## src/rtl/ex_mem_pkg.sv

```systemverilog
// Shared constants for the EX/MEM stage: opcodes, ALU flag indices, control bit indices.
package ex_mem_pkg;

   localparam int unsigned OPW = 3;
   localparam int unsigned NF  = 5;
   localparam int unsigned NC  = 3;

   localparam logic [OPW-1:0] OP_ADDU = 3'b000;
   localparam logic [OPW-1:0] OP_ADDS = 3'b001;
   localparam logic [OPW-1:0] OP_AND  = 3'b010;
   localparam logic [OPW-1:0] OP_OR   = 3'b011;
   localparam logic [OPW-1:0] OP_SLT  = 3'b100;
   localparam logic [OPW-1:0] OP_BNE  = 3'b101;

   // Flag vector is {Cout, V, lt, eq, gt}
   localparam int unsigned F_GT   = 0;
   localparam int unsigned F_EQ   = 1;
   localparam int unsigned F_LT   = 2;
   localparam int unsigned F_V    = 3;
   localparam int unsigned F_COUT = 4;

   // Control vector is {reg_write, mem_read, mem_write}
   localparam int unsigned C_MW = 0;
   localparam int unsigned C_MR = 1;
   localparam int unsigned C_RW = 2;

endpackage

```

## src/rtl/ex_exc_ctrl.sv

```systemverilog
// Sticky signed-overflow exception: exc_ovf/epc registers, capture blocking, set-over-clear.
module ex_exc_ctrl
   import ex_mem_pkg::*;
#(
   parameter int unsigned W = 16
) (
   input  logic           clk,
   input  logic           rst_n,
   input  logic           ex_valid,
   input  logic [OPW-1:0] ex_opcod,
   input  logic           ex_v,
   input  logic [W-1:0]   ex_pc,
   input  logic           flush,
   input  logic           mem_stall,
   input  logic           exc_clr,
   output logic           exc_ovf,
   output logic [W-1:0]   epc,
   output logic           blocked_c,
   output logic           trap_c
);

   logic set_c;

   assign blocked_c = exc_ovf | flush;
   assign trap_c    = ex_valid & (ex_opcod == OP_ADDS) & ex_v & ~blocked_c;
   // A trap only lands when its instruction is actually captured.
   assign set_c     = trap_c & ~mem_stall;

   always_ff @(posedge clk or negedge rst_n) begin
      if (!rst_n) begin
         exc_ovf <= 1'b0;
         epc     <= W'(0);
      end else if (set_c) begin
         exc_ovf <= 1'b1;
         epc     <= ex_pc;
      end else if (exc_clr) begin
         exc_ovf <= 1'b0;
      end
   end

endmodule

```

## src/rtl/ex_mem_stage.sv

```systemverilog
// EX/MEM pipeline register with bne resolution, overflow trap and EX->EX forwarding bus.
module ex_mem_stage
   import ex_mem_pkg::*;
#(
   parameter int unsigned W  = 16,
   parameter int unsigned RA = 3
) (
   input  logic           clk,
   input  logic           rst_n,
   input  logic           ex_valid,
   input  logic [OPW-1:0] ex_opcod,
   input  logic [W-1:0]   ex_alu_out,
   input  logic [NF-1:0]  ex_flags,
   input  logic [W-1:0]   ex_store_data,
   input  logic [RA-1:0]  ex_rd,
   input  logic [NC-1:0]  ex_ctrl,
   input  logic           ex_branch,
   input  logic [W-1:0]   ex_br_target,
   input  logic [W-1:0]   ex_pc,
   input  logic           mem_stall,
   input  logic           flush,
   input  logic           exc_clr,
   output logic           mem_valid,
   output logic [W-1:0]   mem_alu_out,
   output logic [W-1:0]   mem_store_data,
   output logic [RA-1:0]  mem_rd,
   output logic [NC-1:0]  mem_ctrl,
   output logic [NF-1:0]  status_flags,
   output logic           br_taken,
   output logic [W-1:0]   br_target,
   output logic           exc_ovf,
   output logic [W-1:0]   epc,
   output logic           fwd_en,
   output logic [RA-1:0]  fwd_rd,
   output logic [W-1:0]   fwd_data
);

   logic          blocked_c;
   logic          trap_c;
   logic          cap_c;
   logic          take_c;
   logic          load_c;
   logic          unused_op_c;
   logic [NC-1:0] ctrl_next_c;
   logic [W-1:0]  alu_next_c;

   ex_exc_ctrl #(.W(W)) u_exc (
      .clk       (clk),
      .rst_n     (rst_n),
      .ex_valid  (ex_valid),
      .ex_opcod  (ex_opcod),
      .ex_v      (ex_flags[F_V]),
      .ex_pc     (ex_pc),
      .flush     (flush),
      .mem_stall (mem_stall),
      .exc_clr   (exc_clr),
      .exc_ovf   (exc_ovf),
      .epc       (epc),
      .blocked_c (blocked_c),
      .trap_c    (trap_c)
   );

   assign cap_c       = ex_valid & ~blocked_c;
   assign take_c      = cap_c & ex_branch & (ex_opcod == OP_BNE) & ~ex_flags[F_EQ];
   // Flush overrides stall: a flushed edge always loads a bubble.
   assign load_c      = flush | ~mem_stall;
   assign unused_op_c = (ex_opcod[2:1] == 2'b11);

   always_comb begin
      ctrl_next_c = ex_ctrl;
      alu_next_c  = ex_alu_out;
      if (unused_op_c) alu_next_c = W'(0);
      if (!cap_c || (ex_opcod == OP_BNE) || unused_op_c || trap_c) ctrl_next_c = NC'(0);
   end

   always_ff @(posedge clk or negedge rst_n) begin
      if (!rst_n) begin
         mem_valid      <= 1'b0;
         mem_alu_out    <= W'(0);
         mem_store_data <= W'(0);
         mem_rd         <= RA'(0);
         mem_ctrl       <= NC'(0);
         status_flags   <= NF'(0);
         br_taken       <= 1'b0;
         br_target      <= W'(0);
      end else begin
         // Pulse is dropped under stall so a held branch never re-fires.
         br_taken <= take_c & ~mem_stall;
         if (load_c) begin
            mem_valid      <= cap_c;
            mem_alu_out    <= alu_next_c;
            mem_store_data <= ex_store_data;
            mem_rd         <= ex_rd;
            mem_ctrl       <= ctrl_next_c;
            if (cap_c)  status_flags <= ex_flags;
            if (take_c) br_target    <= ex_br_target;
         end
      end
   end

   assign fwd_en   = mem_valid & mem_ctrl[C_RW];
   assign fwd_rd   = mem_rd;
   assign fwd_data = mem_alu_out;

endmodule

```

## config.mk

```make
export PLATFORM = sky130hd
export DESIGN_NAME = ex_mem_stage
export DESIGN_NICKNAME = d
export VERILOG_FILES = /design/src/rtl/ex_mem_pkg.sv /design/src/rtl/ex_exc_ctrl.sv /design/src/rtl/ex_mem_stage.sv
export SDC_FILE = /design/constraint.sdc
export NUM_CORES = 1
export LEC_CHECK = 0
export ABC_AREA = 1
export CORE_MARGIN = 5
export CORE_UTILIZATION = 36
export CTS_BUF_LIST = sky130_fd_sc_hd__clkbuf_8
export DETAILED_ROUTE_END_ITERATION = 8
export GPL_ROUTABILITY_DRIVEN = 0
export HOLD_SLACK_MARGIN = 0.12
export PLACE_DENSITY_LB_ADDON = 0.12
export SETUP_SLACK_MARGIN = 0.15
export SLEW_MARGIN = 20
export SYNTH_ARGS = -nofsm -noshare
export SYNTH_HDL_FRONTEND = slang
export SYNTH_HIERARCHICAL = 1
export SYNTH_SLANG_ARGS = --single-unit
```

## constraint.sdc

```tcl
create_clock -name clk -period 1.2 [get_ports clk]
set_input_delay 0.18 -clock clk [delete_from_list [all_inputs] [get_ports clk]]
set_output_delay 0.18 -clock clk [all_outputs]
set_load 0.03 [all_outputs]
```

==> metrics.txt, run 1 <==
Post-Syn Instances=approximately 380; Tightest Hold Check Type=input pin to register; cell area after synthesis=3370 um^2; Place WS=-309 ps; clock root buffer=clkbuf_8; DRT Pass-1 Iters=4; top post-synthesis cells by area=dfrtp_1, nand2_1, nand3_1, buf_4, nand4_1; total wire length=10,600 um; Post-route DRC=0; RSZ-0062 raised after global routing=yes; Nets=slightly below 700; # diodes=0; Slew Viols, Final=0; CTS Sinks=78; # IOs=183; Final Worst Setup Slack=-72.4 ps; largest net degree at the start of global routing=79; syn_nets=approximately 470; max frequency=786 MHz; WHS Path Cells=3; Min Clock Period, post-route=about 1300 ps; Lkg Pwr=roughly 0.0032 uW; failing checks=negative setup slack; Synth warnings=6; Synth top area share=between 50% and 60%; CTS Buffer Depth=2; Hold Startpoint=mem_stall; WL/cell=14.6 um; H-tree lvl count=3; width of the die=107 um; Worst slew margin=between 70% and 80%; DP HPWL=~7000 um; port bufs=182; reg2reg start=u_exc/exc_ovf; share of layout cells above drive strength 1=32.5%; R2R setup slack=-70 ps; vias in the first global route=3,386; CTS tree=built; Core Rows=35; WHS Endpoint=br_taken; Core ar.=9200 um^2; Routed Antenna Nets=0; worst IR drop on VDD=between 0.5 and 0.6 mV; total grt overflow=0; #FFs+latches synth=78; Crit Path Class=register to register; Startpoint Class=register; first-pass GRT wire length=16,500 um; initial antenna violation count=0; Tot GR Track Use=approximately 18%; nature of the critical path endpoint=register; leading area contributor after synthesis=dfrtp_1; Area growth, synth to finish=79.8%; outcome=finished, violations left; final setup violation count=36; mean area per synthesized cell=slightly below 9 um^2; Final Hold Vio Count=0; Via density=4.63; Clock Pin Slew Worst Setup and Hold Paths=80 ps; maxcap violations=0; Slew @ Worst Pin=431 ps; fin crit share=106%; clk_skew=6.73 ps; worst r2r dst=br_target[12]; via count=3,347; Die Span Y=around 110 um; synth unique cells=21; DR iter-0 viols=83; worst skew pair latency=340 ps; Num CTS Buffers=9; CP Data Required Time=1430 ps; CP max FO=8; Starting Density=36.7%; pwr dens=1200 nW/um^2; r2r worst-path depth=8; Seq/Total Area, Yosys=roughly 58%; fill cell count=between 700 and 800; Setup TNS Final=-1300 ps; arrival time at the worst endpoint=~1500 ps; Die Area=between 10,000 and 15,000 um^2
==> final cells by class <==
type                    count  area [um^2]  share of cell area [%]
well taps                 111          139                    2.29
repair buffers            247         2570                    42.3
inverters                  20         80.1                    1.32
flip-flops and latches     78         1950                    32.2
clock inverters             6         38.8                   0.639
multi-input cells         251         1150                    18.9
clock buffers              10          138                    2.27
==> timing repair <==
action	4_1_cts	5_1_grt
gates cloned	1	1
buffers inserted	21	20
endpoints found under the hold margin	78	0
hold buffers	1	0
pin swaps	1	7
endpoints found under the setup margin	176	176
resized for setup	105	19
==> cells in the mapped netlist <==
cell,number
nor2_2,1
nand3_1,37
nand2_1,174
nor2_8,1
buf_6,3
inv_2,2
clkbuf_1,3
nor2_1,7
nand2_2,3
dfrtp_1,78
o21ai_1,5
nand4_1,16
clkinv_1,1
inv_1,17
nand3b_1,1
buf_2,8
buf_4,22
nand3_2,1
o21ai_0,1
nor2_4,2
nand3_4,1
==> registers in the layout, summed over array words and instances (netlist names) <==
name            cells
u_exc/epc          16
status_flags        5
br_target          16
mem_ctrl            3
fwd_data           16
br_taken            1
mem_store_data     16
u_exc/exc_ovf       1
fwd_rd              3
mem_valid           1
==> where the power goes <==
| group | internal, uW | switching (uW) | total (uW) |
|---|---|---|---|
| sequential | 2890 | 228 | 3120 |
| clock | 796 | 966 | 1760 |
| combinational | 1190 | 1220 | 2420 |
| total | 4880 | 2420 | 7300 |
==> worst max-delay path, cell delays in order (launching register included) <==
cell	delay, ps
dfrtp_2	420
inv_2	90
nand2_4	60
inv_4	70
nand2_4	60
nor2_8	140
nand3_4	160
nand2_1	100
nand2_1	50
==> placed cells by master, fill, tap and decap left out, types with 3 or more instances in the layout <==
master and instances:
o21ai_1 5, nand2_4 3, nor2_4 3, nand2_1 170
nand4_1 16, buf_12 8, buf_6 101, dfrtp_1 76
nor2_1 6, dlymetal6s2s_1 3, nand2_2 4, nand3_1 37
inv_1 16, clkdlybuf4s50_1 80, clkbuf_8 10, buf_4 53
clkinvlp_4 4
==> how the worst max path moves through the flow <==
stage / startpoint / endpoint / slack (ps) / cells after the start
after global placement: ex_opcod[0] / mem_ctrl[0] / -290 / 9
after global routing: u_exc/exc_ovf / br_target[5] / -130 / 8
after CTS: u_exc/exc_ovf / br_target[13] / -40 / 8
after floorplan: u_exc/exc_ovf / br_target[10] / -130 / 9
final: u_exc/exc_ovf / br_target[12] / -70 / 8
after detailed placement: flush / br_target[0] / -310 / 9
==> cell families (layout without fill, tap and decap cells) <==
family          Yosys count  count (layout)  share of synthesized area (%)
buf+inv                  56             283                           9.64
simple gates            244             245                           31.6
flops                    78              78                           57.8
compound gates            6               6                          0.890
==> through the flow <==
| stage | hold WS [ps] | util, % | total power, uW | cell area, um^2 | std cells |
|---|---|---|---|---|---|
| final | 230 | 66.0 | 7300 | 6070 | 723 |
| after global routing | 237 | 66.0 | 7660 | 6070 | 723 |
| after CTS | 352 | 63.6 | 7280 | 5850 | 702 |
| after detailed placement | 242 | 55.6 | 5140 | 5110 | 663 |
| after global placement | 238 | 55.6 | 5110 | 5110 | 663 |
| after floorplan | -116 | - | 4150 | 3390 | 384 |
==> routing by layer <==
metal,wire [um],vias up,GRT usage (%)
li1,-,1632,-
met1,4330,1581,22.2
met2,5220,121,30.1
met3,876,13,5.12
met4,150,0,6.39
met5,0,-,0
Note: power is estimated with default switching activity, not from simulation.
==> inputs of run 2 (changes only) <==
- REMOVE_ABC_BUFFERS: default -> 1
==> run 2 against run 1 <==
Net effect:
- the flow still finishes with violations (negative setup slack)
- critical path depth unchanged
- final cell count up 0.97%
- maximum frequency up 2.0%
- die area unchanged
- largest power group unchanged
- wire length about the same
- first-iteration DRC count up 25%
- sequential cell count unchanged
- utilization up 0.60 points
- power up 1.5%
- clock skew up 8.3 ps
- clock power up 5%
- combinational power about the same
==> metrics.txt, run 2 (synthesis results as in run 1) <==
outcome=finished, violations left; failing checks=negative setup slack; most frequent cells in the layout=nand2_1, buf_6, clkdlybuf4s50_1; Sequential Area=1950 um^2; nature of the critical path endpoint=register; delay-heaviest family, CP=simple AND/OR/NAND/NOR gates; clock root buffer=clkbuf_8; largest net degree at the start of global routing=slightly below 80; arrival time at the worst endpoint=between 1000 and 1500 ps; Place WS=-355 ps; WL/cell=14.5 um; CP bufs+invs=2; DRT Pass-1 Iters=4; worst hold slack=366 ps; WL met3=712 um; pwr dens=1210 nW/um^2; Tot GR Track Use=18.6%; CTS Buffer Depth=2; Post-route DRC=0; port bufs=between 150 and 200; CTS Sinks=78; Core ar.=9200 um^2; fill cell count=759; worst r2r dst=br_target[7]; clk_skew=15.0 ps; Min Clock Period, post-route=1250 ps; Num CTS Buffers=9; Clock Pin Slew Worst Setup and Hold Paths=90 ps; first-pass GRT wire length=16,800 um; Core Rows=35; Worst slew margin=71.3%; Slew Viols, Final=0; Top Layer Used=met4; max frequency=802 MHz; Via density=4.61; final setup violation count=17; Crit Path Class=register to register; critical path cell sequence=inv_2 > nand2_2 > inv_2 > nand2_4 > nor2_8 > nand3_4 > nand2_1 > nand2_1; reg2reg start=u_exc/exc_ovf; r2r worst-path depth=8; worst IR drop on VDD=0.536 mV; CP max stage delay=between 300 and 400 ps; CP Data Required Time=about 1400 ps; CP max FO=8; wl on met1=approximately 4300 um; DP HPWL=7320 um; Final Worst Setup Slack=-47.4 ps; share of layout cells above drive strength 1=33.0%; WHS Path Cells=3; via count=roughly 3.4k; slowest CP cell=dfrtp_1; H-tree lvl count=3; Multi-input gate area=roughly 1100 um^2; worst skew pair latency=roughly 350 ps; Area growth, synth to finish=81.4%; met2 routed WL=5330 um; fin crit share=104%; Startpoint Class=register; maxcap violations=0; Slew @ Worst Pin=approximately 430 ps; vias in the first global route=3,425; width of the die=between 100 and 150 um; Routed Antenna Nets=0; total wire length=about 11,000 um; # diodes=0; CTS tree=built; # IOs=183; initial antenna violation count=0; Hold Startpoint=ex_store_data[2]; RSZ-0062 raised after global routing=yes; total grt overflow=0; Lkg Pwr=0.00324 uW; WHS Endpoint=mem_store_data[2]; Nets=around 700; Starting Density=36.7%; Die Span Y=around 110 um; Die Area=around 11,000 um^2; R2R setup slack=-50 ps; most common library cell in the layout ignoring fill and taps=nand2_1; Final Hold Vio Count=0; DR iter-0 viols=104; Tightest Hold Check Type=input pin to register
[run 2: changes by cell type in the layout (fill, tap and decap cells not counted), sizes merged]
cell,change
buf,+8
clkdlybuf4s50,+1
clkinv,+1
clkinvlp,-3
dlygate4sd2,+1
dlymetal6s2s,-2
inv,+1
[run 2: worst max path at each step]
stage,from,slack [ps],depth (start not counted),endpoint
6_report,u_exc/exc_ovf,-50,8,br_target[7]
5_1_grt,u_exc/exc_ovf,-110,8,br_target[13]
4_1_cts,u_exc/exc_ovf,-30,8,br_target[5]
3_5_place_dp,flush,-360,9,br_target[1]
3_3_place_gp,flush,-300,9,br_target[12]
2_1_floorplan,flush,-270,6,mem_ctrl[0]
[run 2: metal layers]
metal  vias to the layer above  track usage, %
li1                       1655               -
met1                      1566            23.0
met2                       120            30.7
met3                        24            4.70
met4                         0            8.22
met5                         -               0
[run 2: repair_timing]
item	in CTS	in global routing
cloned	2	0
hold buffers	1	0
hold endpoints to repair	78	0
pin swaps	8	4
gates resized for setup	118	15
buffers inserted	21	24
endpoints found under the setup margin	146	176
[run 2: power by group]
| group | total [uW] | leakage (uW) | internal, uW | switching [uW] |
|---|---|---|---|---|
| Sequential | 3120 | 0.000999 | 2890 | 229 |
| Combinational | 2450 | 0.00214 | 1230 | 1220 |
| Clock | 1840 | 0.0000971 | 866 | 973 |
| Total | 7410 | 0.00324 | 4980 | 2430 |
[run 2: through the flow]
| stage | power (uW) | TNS [ps] | cells | cell area (um^2) | util [%] |
|---|---|---|---|---|---|
| 2_1_floorplan | 4050 | -13610 | 348 | 3120 | - |
| 5_1_grt | 7760 | -2900 | 730 | 6120 | 66.6 |
| 3_3_place_gp | 5090 | -17250 | 666 | 5120 | 55.6 |
| 4_1_cts | 7350 | -259 | 706 | 5910 | 64.2 |
| 3_5_place_dp | 5120 | -18850 | 666 | 5120 | 55.6 |
| 6_report | 7410 | -404 | 730 | 6120 | 66.6 |
[run 2: worst register-to-register path, stage by stage, from the launching register on]
cell and delay (ps):
dfrtp_1 390, inv_2 80, nand2_2 70, inv_2 90, nand2_4 70, nor2_8 150
nand3_4 140, nand2_1 110, nand2_1 60
[run 2: area by class of cell]
| cell class | instances | area share, % |
|---|---|---|
| timing repair buffer | 254 | 42.8 |
| sequential | 78 | 31.9 |
| multi-input combinational | 251 | 18.7 |
| clock buffer | 11 | 2.47 |
| tap | 111 | 2.27 |
| inverter | 20 | 1.27 |
| clock inverter | 5 | 0.552 |
==> inputs of run 3 (changes only) <==
- CORE_MARGIN: 5 -> 1
- CORE_UTILIZATION: 36 -> 40
- SYNTH_HIERARCHICAL: 1 -> default
- clock period: 1.2 -> 1.3 ns (I/O delays scaled with it)
==> run 3 against run 2 <==
Net effect:
- the run now ends clean
- critical path depth fell by 1
- utilization grew 0.47 points
- clock power fell by 6%
- global-route usage up 3.4 points
- first-iteration DRC count unchanged
- power decreased by 17%
- sequential power is 10% lower
==> metrics.txt, run 3 <==
Int Power=4180 uW; Starting Density=41.9%; #FFs+latches synth=78; Final Hold Vio Count=0; share of layout cells above drive strength 1=around 30%; Core ar.=a little under 8000 um^2; Slew @ Worst Pin=roughly 420 ps; cell area after synthesis=3290 um^2; delay-heaviest family, CP=simple AND/OR/NAND/NOR gates; Seq/Total Area, Yosys=59.4%; mean area per synthesized cell=8.83 um^2; Post-synth EDFFs=0; Clock Pin Slew Worst Setup and Hold Paths=roughly 80 ps; switching fraction of total power=approximately a third; pwr dens=1180 nW/um^2; WHS Endpoint=mem_store_data[15]; Place WS=-286 ps; total wire length=9140 um; worst IR drop on VDD=about 0.58 mV; CP max stage delay=410 ps; first-pass GRT wire length=14,800 um; cell mode on critical path=nor2_4; clk_skew=8.80 ps; count leader, synth=nand2_1; nature of the critical path endpoint=register; CTS Sinks=78; reg2reg start=u_exc.exc_ovf; vias in the first global route=about 3.0k; r2r worst-path depth=7; DRT Pass-1 Iters=6; DP HPWL=~6300 um; Lkg Pwr=0.00286 uW; power share of the sequential group=45.2%; WL/cell=13.6 um; Worst slew margin=a little under three quarters; Min Clock Period, post-route=1230 ps; CP Data Required Time=1570 ps; Main synth FF type=dfrtp_1; Comb pwr share=between 20 and 30%; Core Rows=32; Slew Viols, Final=0; Startpoint Class=register; Nets=651; WHS Path Cells=3; # IOs=183; max frequency=813 MHz; Synth top area share=59.4%; outcome=completed; fill cell count=659; most common library cell in the layout ignoring fill and taps=nand2_1; initial antenna violation count=0; width of the die=92.6 um; WL met3=674 um; Num CTS Buffers=9; post-route cell area=5260 um^2; Switch Pwr=approximately 2000 uW; port bufs=182; Die Span Y=approximately 93 um; Final Worst Setup Slack=around 70 ps; clock root buffer=clkbuf_8; CTS tree=built; # diodes=0; commonest cells in the netlist=nand2_1, dfrtp_1, buf_4; R2R setup slack=between 70 and 80 ps; placed inst area=5180 um^2; clock power share=roughly 28%; Die Area=approximately 8600 um^2; top post-synthesis cells by area=dfrtp_1, nand2_1, buf_4, nand3_1, o21ai_0; Routed Antenna Nets=0; CTS Buffer Depth=2; total grt overflow=0; worst r2r dst=br_target[12]; Tightest Hold Check Type=input pin to register; CP max FO=7; met2 routed WL=4650 um; slowest CP cell=dfrtp_1; final setup violation count=0; worst hold slack=391 ps; Crit Path Class=register to register; Hold Startpoint=ex_store_data[15]; maxcap violations=0; total power=6190 uW; synth unique cells=15; Post-route DRC=0; Tot GR Track Use=between 20% and 30%; Post-Syn Instances=372; H-tree lvl count=3; most frequent cells in the layout=nand2_1, clkdlybuf4s50_1, dfrtp_1; post-synthesis async set-or-reset flop share=100%; DR iter-0 viols=104; via count=3,077; fin crit share=between 90% and 100%; critical path cell sequence=nor2_4 > nand2_2 > nor2_4 > buf_12 > clkbuf_16 > nand3_2 > nand2_1; CP bufs+invs=2; RSZ-0062 raised after global routing=yes; Synth warnings=0; Via density=around 4.6; leading area contributor after synthesis=dfrtp_1; wl on met1=3660 um; Area growth, synth to finish=60.1%; Top Layer Used=met4; worst skew pair latency=about 330 ps; largest net degree at the start of global routing=79; arrival time at the worst endpoint=1500 ps
==> run 3: changes by cell type after synthesis, sizes merged <==
cell    change
buf         -1
clkbuf      -2
clkinv      -1
inv         -5
nand2      +18
nand3      -18
nand3b      -1
nand4      -16
o21ai      +14
==> run 3: worst reg2reg max path, delay by kind of cell, from the launching register on <==
kind,cells,cell delay (ps)
buffers and inverters,2,320
flip-flops,1,410
AND/OR/NAND/NOR,5,440
==> run 3: worst max path at each step <==
stage | start | to | slack (ps) | cells after the start
after floorplan | u_exc.exc_ovf | br_target[0] | -250 | 6
after global placement | ex_opcod[0] | u_exc.epc[14] | -240 | 8
after detailed placement | flush | br_target[4] | -290 | 7
after CTS | u_exc.exc_ovf | br_target[7] | 50 | 7
after global routing | u_exc.exc_ovf | u_exc.epc[2] | -4 | 7
final | u_exc.exc_ovf | br_target[12] | 70 | 7
==> run 3: cell families after synthesis <==
| kind of cell | count (synthesis) | synth area share [%] |
|---|---|---|
| AOI/OAI and AO/OA | 20 | 3.05 |
| and+or+nand+nor | 227 | 28.5 |
| DFF | 78 | 59.4 |
| buffers and inverters | 47 | 9.06 |
==> run 3: layout make-up <==
type	count	area [um^2]	area share [%]
Multi-Input combinational cell	249	1140	21.7
Timing Repair Buffer	214	1790	34.1
Sequential cell	78	1950	37.1
Tap cell	102	128	2.43
Clock buffer	9	124	2.35
Inverter	14	55.1	1.05
Clock inverter	7	66.3	1.26
==> run 3: routing by layer <==
| metal | GRT usage (%) | up-vias |
|---|---|---|
| met1 | 26.9 | 1443 |
| li1 | - | 1511 |
| met5 | 0 | - |
| met2 | 37.8 | 110 |
| met3 | 5.34 | 13 |
| met4 | 7.69 | 0 |
==> run 3: through the flow <==
stage | std cells | util [%] | setup TNS [ps]
5_1_grt | 673 | 67.0 | -4.98
4_1_cts | 666 | 64.1 | 0
6_report | 673 | 67.0 | 0
2_1_floorplan | 339 | - | -9710
3_3_place_gp | 643 | 66.0 | -14020
3_5_place_dp | 643 | 66.0 | -16750
==> run 3: power groups by stage <==
| stage | clock, uW | sequential, uW | combinational [uW] |
|---|---|---|---|
| detailed placement | 0 | 2840 | 1830 |
| global route | 1880 | 2830 | 1780 |
| floorplan | 0 | 3400 | 242 |
| global placement | 0 | 2840 | 1800 |
| CTS | 1780 | 2790 | 1600 |
| finish | 1730 | 2800 | 1660 |
==> run 3: what timing repair did <==
action | 4_1_cts | 5_1_grt
endpoints found under the setup margin | 165 | 85
pin swaps | 5 | 3
buffers inserted | 4 | 6
resized for setup | 484 | 70
hold buffers | 1 | 0
endpoints found under the hold margin | 78 | 0
gates cloned | 2 | 1
